`config.mk`:
```
export PLATFORM = sky130hd
export DESIGN_NAME = irq_priority_encoder
export DESIGN_NICKNAME = d
export VERILOG_FILES = /design/src/rtl/irq_priority_encoder.sv
export SDC_FILE = /design/constraint.sdc
export NUM_CORES = 1
export LEC_CHECK = 0
export CAP_MARGIN = 20
export CORE_MARGIN = 1
export CORE_UTILIZATION = 42
export DETAILED_ROUTE_END_ITERATION = 6
export GPL_ROUTABILITY_DRIVEN = 0
export GPL_TIMING_DRIVEN = 0
export PLACE_DENSITY = 0.81
export SYNTH_ARGS = -nofsm -noshare
export SYNTH_HDL_FRONTEND = slang
export SYNTH_SLANG_ARGS = --single-unit
```
`constraint.sdc`:
```
create_clock -name clk -period 1.1 [get_ports clk]
set_input_delay 0.11 -clock clk [delete_from_list [all_inputs] [get_ports clk]]
set_output_delay 0.11 -clock clk [all_outputs]
set_load 0.02 [all_outputs]
```
`src/rtl/irq_priority_encoder.sv`:
```
`default_nettype none
// ----------------------------------------------------------------------------
// irq_priority_encoder: 8-to-3 edge-latched interrupt priority encoder (74F148 polarity).
// Optional macro IRQ_SYNC2_EN adds a 2-flop input synchronizer.  Rev 1.0
// ----------------------------------------------------------------------------
module irq_priority_encoder #(
  parameter int PRIO_HIGH = 1
) (
  input  logic       clk,
  input  logic       rst,
  input  logic [7:0] req_n,
  input  logic       ei_n,
  input  logic       ack,
  output logic [2:0] code,
  output logic       valid,
  output logic       gs_n,
  output logic       eo_n
);

  localparam logic [0:0] ST_IDLE    = 1'b0;
  localparam logic [0:0] ST_PRESENT = 1'b1;

  logic [7:0] req_s;
  logic [7:0] req_prev_n_q, req_prev_n_d;
  logic [7:0] pending_q, pending_d;
  logic [0:0] state_q, state_d;
  logic [2:0] code_q, code_d;
  logic       valid_q, valid_d;
  logic [7:0] edge_det;
  logic [7:0] clr;
  logic [2:0] win;

`ifdef IRQ_SYNC2_EN
  logic [7:0] sync1_q, sync1_d;
  logic [7:0] sync2_q, sync2_d;

  always_comb begin
    sync1_d = req_n;
    sync2_d = sync1_q;
  end

  always_ff @(posedge clk) begin
    if (rst) begin
      sync1_q <= 8'hFF;
      sync2_q <= 8'hFF;
    end else begin
      sync1_q <= sync1_d;
      sync2_q <= sync2_d;
    end
  end

  assign req_s = sync2_q;
`else
  assign req_s = req_n;
`endif

  // Winner scan: the last set bit visited in loop order wins.
  always_comb begin
    win = 3'd0;
    if (PRIO_HIGH != 0) begin
      for (int i = 0; i < 8; i++) begin
        if (pending_q[i]) win = 3'(i);
      end
    end else begin
      for (int i = 7; i >= 0; i--) begin
        if (pending_q[i]) win = 3'(i);
      end
    end
  end

  always_comb begin
    edge_det     = req_prev_n_q & ~req_s;
    req_prev_n_d = req_s;
    clr          = ((state_q == ST_PRESENT) && ack) ? (8'd1 << code_q) : 8'd0;
    // Applying the set after the clear lets a fresh edge survive its own ack.
    pending_d    = (pending_q & ~clr) | (ei_n ? 8'h00 : edge_det);

    state_d = state_q;
    code_d  = code_q;
    case (state_q)
      ST_IDLE: begin
        if (pending_q != 8'h00) begin
          code_d  = win;
          state_d = ST_PRESENT;
        end
      end
      ST_PRESENT: begin
        if (ack) state_d = ST_IDLE;
      end
      default: state_d = ST_IDLE;
    endcase
    valid_d = (state_d == ST_PRESENT);
  end

  always_ff @(posedge clk) begin
    if (rst) begin
      req_prev_n_q <= 8'hFF;
      pending_q    <= 8'h00;
      state_q      <= ST_IDLE;
      code_q       <= 3'd0;
      valid_q      <= 1'b0;
    end else begin
      req_prev_n_q <= req_prev_n_d;
      pending_q    <= pending_d;
      state_q      <= state_d;
      code_q       <= code_d;
      valid_q      <= valid_d;
    end
  end

  assign code  = code_q;
  assign valid = valid_q;
  assign gs_n  = ~(|pending_q);
  assign eo_n  = ei_n | (|pending_q);

endmodule
`default_nettype wire

```
# Word level (Yosys, flattened, before mapping)
# Index checks and enable logic that the tools add are counted.
[word_totals]
ff_bits = 20
input_bits = 12
out_inout_bits = 6
wordCells = 29
[op_classes]
n_shift = 1
n_mux = 12
bitwise = 8
n_reduce_logical = 4
[ops]
columns = ["operator", "n"]
rows = [
  ["$and A8 B8 Y8", 2],
  ["$mux W8", 2],
  ["$not A8 Y8", 2],
  ["$mux W3", 4],
  ["$or A8 B8 Y8", 1],
  ["$reduce_bool A8 Y1", 1],
  ["$reduce_or A8 Y1", 1],
  ["$shl A1 B3 Y8 const A", 1],
  ["$mux W2", 2],
  ["$mux W1", 3],
  ["$not A1 Y1", 2],
  ["$pmux W1 S2", 1],
  ["$reduce_and A2 Y1", 1],
  ["$logic_and A1 B1 Y1", 1],
  ["$or A1 B1 Y1", 1],
]

# Longest topological paths before layout
[logic_depth]
word_depth = 7
depth_mapped = 4
ltp_nobuf = 4

# Worst setup path after synthesis
# No wires, ideal clock.
[synth_path]
kind = "register to register"
startpoint = "register, netlist name valid"
endpoint = "register pending_q[4]"
setup_ns = 0.131
t_arrival_ns = 1.053
required_ns = 0.969
slack_ns = -0.084
path_stages_with_launch = 4
path_buffers = 0
synth_period_minus_slack_ns = 1.184
cell_sequence = "dfxtp_1 > nand3_1 > o311ai_0 > o21ai_1"
[synth_rtl]
columns = ["item", "line_no", "source"]
rows = [
  ["end signal, assigned", "104", "pending_q <= pending_d;"],
  ["end, declared", "25", "logic [7:0] pending_q, pending_d;"],
]

# Worst setup path in the final report
[layout_path]
startpoint = "register pending_q[4]"
endpoint = "output port eo_n"
[layout_between]
elab_chain_len = 2
[layout_rtl]
columns = ["item", "line_no", "source"]
rows = [
  ["$reduce_or A8 Y1", "114", "assign eo_n = ei_n | (|pending_q);"],
  ["$or A1 B1 Y1", "114", ""],
  ["end, declared", "17", "output logic eo_n"],
]
# Every way passes these cells.

==> run_results.csv <==
group,metric,value,unit
clocking,cts_tree,"built",
critical_path,regToRegStartpoint,"pending_q[4]",
critical_path,worst-path-stages,4,
place,dpl_worst_slack,-0.597,ns
critical_path,worstPathCellList,"nor4_4 > nand2_1 > or2_4 > buf_6",
clocking,htreeDepth,1,
status,status,"finished with violations",
floorplanning,die_w,45.6,um
place,numPortBuffers,17,
min_path,hp-class,"input port to flop",
route,wirelength,1740,um
synthesis,synth_seq_area_share,50.1,%
critical_path,cp_max_fo,3,
clocking,numCtsBuffers,3,
route,wl_per_cell,13.1,um
sta,timing.final.crit_share,140,%
synthesis,yosys.area.top_type,"dfxtp_1",
synthesis,syn_nets,94,
critical_path,crit_path_start,"pending_q[4]",
sta,maxSlewHeadroom,80.2,%
critical_path,worst_path_largest_cell_delay,0.38,ns
clocking,cts.clk_slew.worst_paths,0.10,ns
critical_path,critical_path.top_delay_family,"simple AND/OR/NAND/NOR gates",
layout,fill_cells,156,
sta,setup_viol,6,
sta,fin_worst_hold_slack,0.391,ns
synthesis,ys_warn_count,0,
floorplanning,ios,18,
critical_path,cp.required,0.99,ns
floorplanning,core_area,1760,sq um
route,vias_per_cell,5.16,
sta,worst_clock_skew,0.00935,ns
global_routing,antenna_found_initial,0,
sta,period_needed,1.54,ns
sta,max_freq,648,MHz
synthesis,synth_top_cell_area_share,50.1,%
status,violations,"negative setup slack",
route,drt_iter0_markers,9,
synthesis,synth_seq_cells,20,
sta,maxSlewViolCount,0,
clocking,ctsRootBufferMaster,"clkbuf_4",
global_routing,grt_max_degree,11,
clocking,cts_sinks,20,
layout,multiInputGateArea,410,sq um
sta,rsz0062_at_grt,"true",
layout,area_growth,39.7,%
route,detail-route-antenna-nets,0,
global_routing,overflow,0,
global_routing,grt_pass1_wl,2710,um
global_routing,grtUsageTotal,18.7,%
synthesis,synthCells,82,
power_and_ir_drop,p_leak,0.423,nW
clocking,cts_hold_buffers,0,
layout,final_cell_mix,"clkdlybuf4s50_1, nand2b_1, dfxtp_1",
sta,hold_viol,0,
layout,register_area,427,sq um
synthesis,ys_types,23,
sta,finalWorstSetupSlack,-0.443,ns
route,vias,686,
critical_path,endpoint_kind,"output pin",
global_routing,grt_pass1_vias,643,
critical_path,r2r_cells,4,
layout,final_common_cell,"clkdlybuf4s50_1",
critical_path,criticalPathCategory,"flop to output pin",
layout,layout-drive-gt1-share,42.6,%
layout,final_nets,122,
place,dpl.hpwl,1150,um
flow_run,cap_violations,0,
floorplanning,initial_core_util,45.3,%
synthesis,async_flop_share,0,%
synthesis,ys.flop_type,"dfxtp_1",
power_and_ir_drop,powerDensity,1450,nW/um^2
critical_path,cp_num_buf_inv,1,
clocking,clkLatencyLatePin,0.29,ns
synthesis,synth_edf_count,0,
route,dr.pass1.iters,4,
critical_path,worst-r2r-setup-slack,-0.12,ns
clocking,clk_path_buf_depth,2,
route,route.detailed.drc,0,
critical_path,crit_arrival,1.43,ns
layout,antennaDiodeCount,0,
critical_path,start_kind,"flop",
floorplanning,die_height,45.6,um
critical_path,endpoint,"eo_n",
power_and_ir_drop,ir_drop,0.000870,V
floorplanning,die_area,2080,sq um
critical_path,worstReg2RegEnd,"code[1]",
synthesis,yosys-top-cells-area,"dfxtp_1, nand2b_1, or2_2",
synthesis,synth_area,800,sq um
sta,worstMarginPinSlew,0.296,ns
synthesis,avgSynthCellArea,9.75,sq um
floorplanning,num_rows,15,
critical_path,slowest_stage,"dfxtp_4",
[registers in the layout (all words and copies together), names as in the netlist]
register	count
valid	1
req_prev_n_q	8
pending_q	8
code	3
[through the flow]
stage               total power [mW]  cells  cell area (sq um)  util (%)  TNS [ns]
CTS                             1.60    131               1100      62.1    -0.835
floorplan                       1.08     82                803         -   -0.0347
global placement                1.21    124               1000      57.0     -3.59
detailed placement              1.23    124               1000      57.0     -3.91
finish                          1.61    133               1120      63.3     -1.07
global route                    1.70    133               1120      63.3     -1.53
[worst min path at each step]
stage / from / to / cells past startpoint
6_report: req_n[6] / req_prev_n_q[6] / 2
5_1_grt: req_n[2] / req_prev_n_q[2] / 2
4_1_cts: req_n[7] / req_prev_n_q[7] / 2
3_5_place_dp: req_prev_n_q[4] / pending_q[4] / 2
3_3_place_gp: req_prev_n_q[4] / pending_q[4] / 2
2_1_floorplan: ack / valid / 1
[worst register-to-register path, stage by stage, from the launching register on]
cell and delay [ns]:
dfxtp_4 0.38, nor4_4 0.29, buf_4 0.17, a21oi_4 0.06
a211oi_2 0.23
[final cells by class]
type	count	area share, %
inverter	4	1.34
buffer	1	0.672
multi-input combinational	57	36.7
tap	25	2.80
timing repair buffer	23	18.3
clock buffer	3	2.02
sequential	20	38.2
[power breakdown]
group | leakage, nW | switching (mW) | internal [mW] | total (mW)
sequential | 0.171 | 0.0811 | 0.797 | 0.878
clock | 0.0138 | 0.196 | 0.127 | 0.324
combinational | 0.238 | 0.192 | 0.221 | 0.413
total | 0.423 | 0.469 | 1.15 | 1.61
[cell usage after synthesis (2+ instances only)]
cell type and number:
nand2b_1 10, nor2_1 6, dfxtp_1 20, or2_2 9
a21oi_1 3, o21ai_0 4, nand2_1 2, nor4_4 2
o32ai_1 2, o211ai_1 4, nor3_1 2, inv_1 4
o21ai_1 4
[per-layer routing]
layer | wire length, um | share of wire, % | up-vias | global-route usage, %
met3 | 42 | 2.4 | 4 | 2.38
met1 | 770 | 44 | 325 | 22.8
met2 | 899 | 52 | 14 | 30.9
met4 | 28 | 1.6 | 0 | 11.5
met5 | 0 | 0 | - | 0
li1 | - | - | 343 | -
[cell families (layout without fill, tap and decap cells)]
| group | after synthesis | count (layout) | synth area share [%] |
|---|---|---|---|
| buffers and inverters | 5 | 31 | 2.50 |
| and+or+nand+nor | 34 | 34 | 27.5 |
| AOI/OAI and AO/OA | 23 | 23 | 19.9 |
| DFF | 20 | 20 | 50.1 |
[timing repair]
item / 4_1_cts / 5_1_grt
gates resized for setup: 39 / 12
endpoints found under the hold margin: 0 / 0
pin swaps: 4 / 6
buffers inserted: 4 / 3
endpoints found under the setup margin: 10 / 16
No activity file was read; power rests on OpenSTA's default activity.
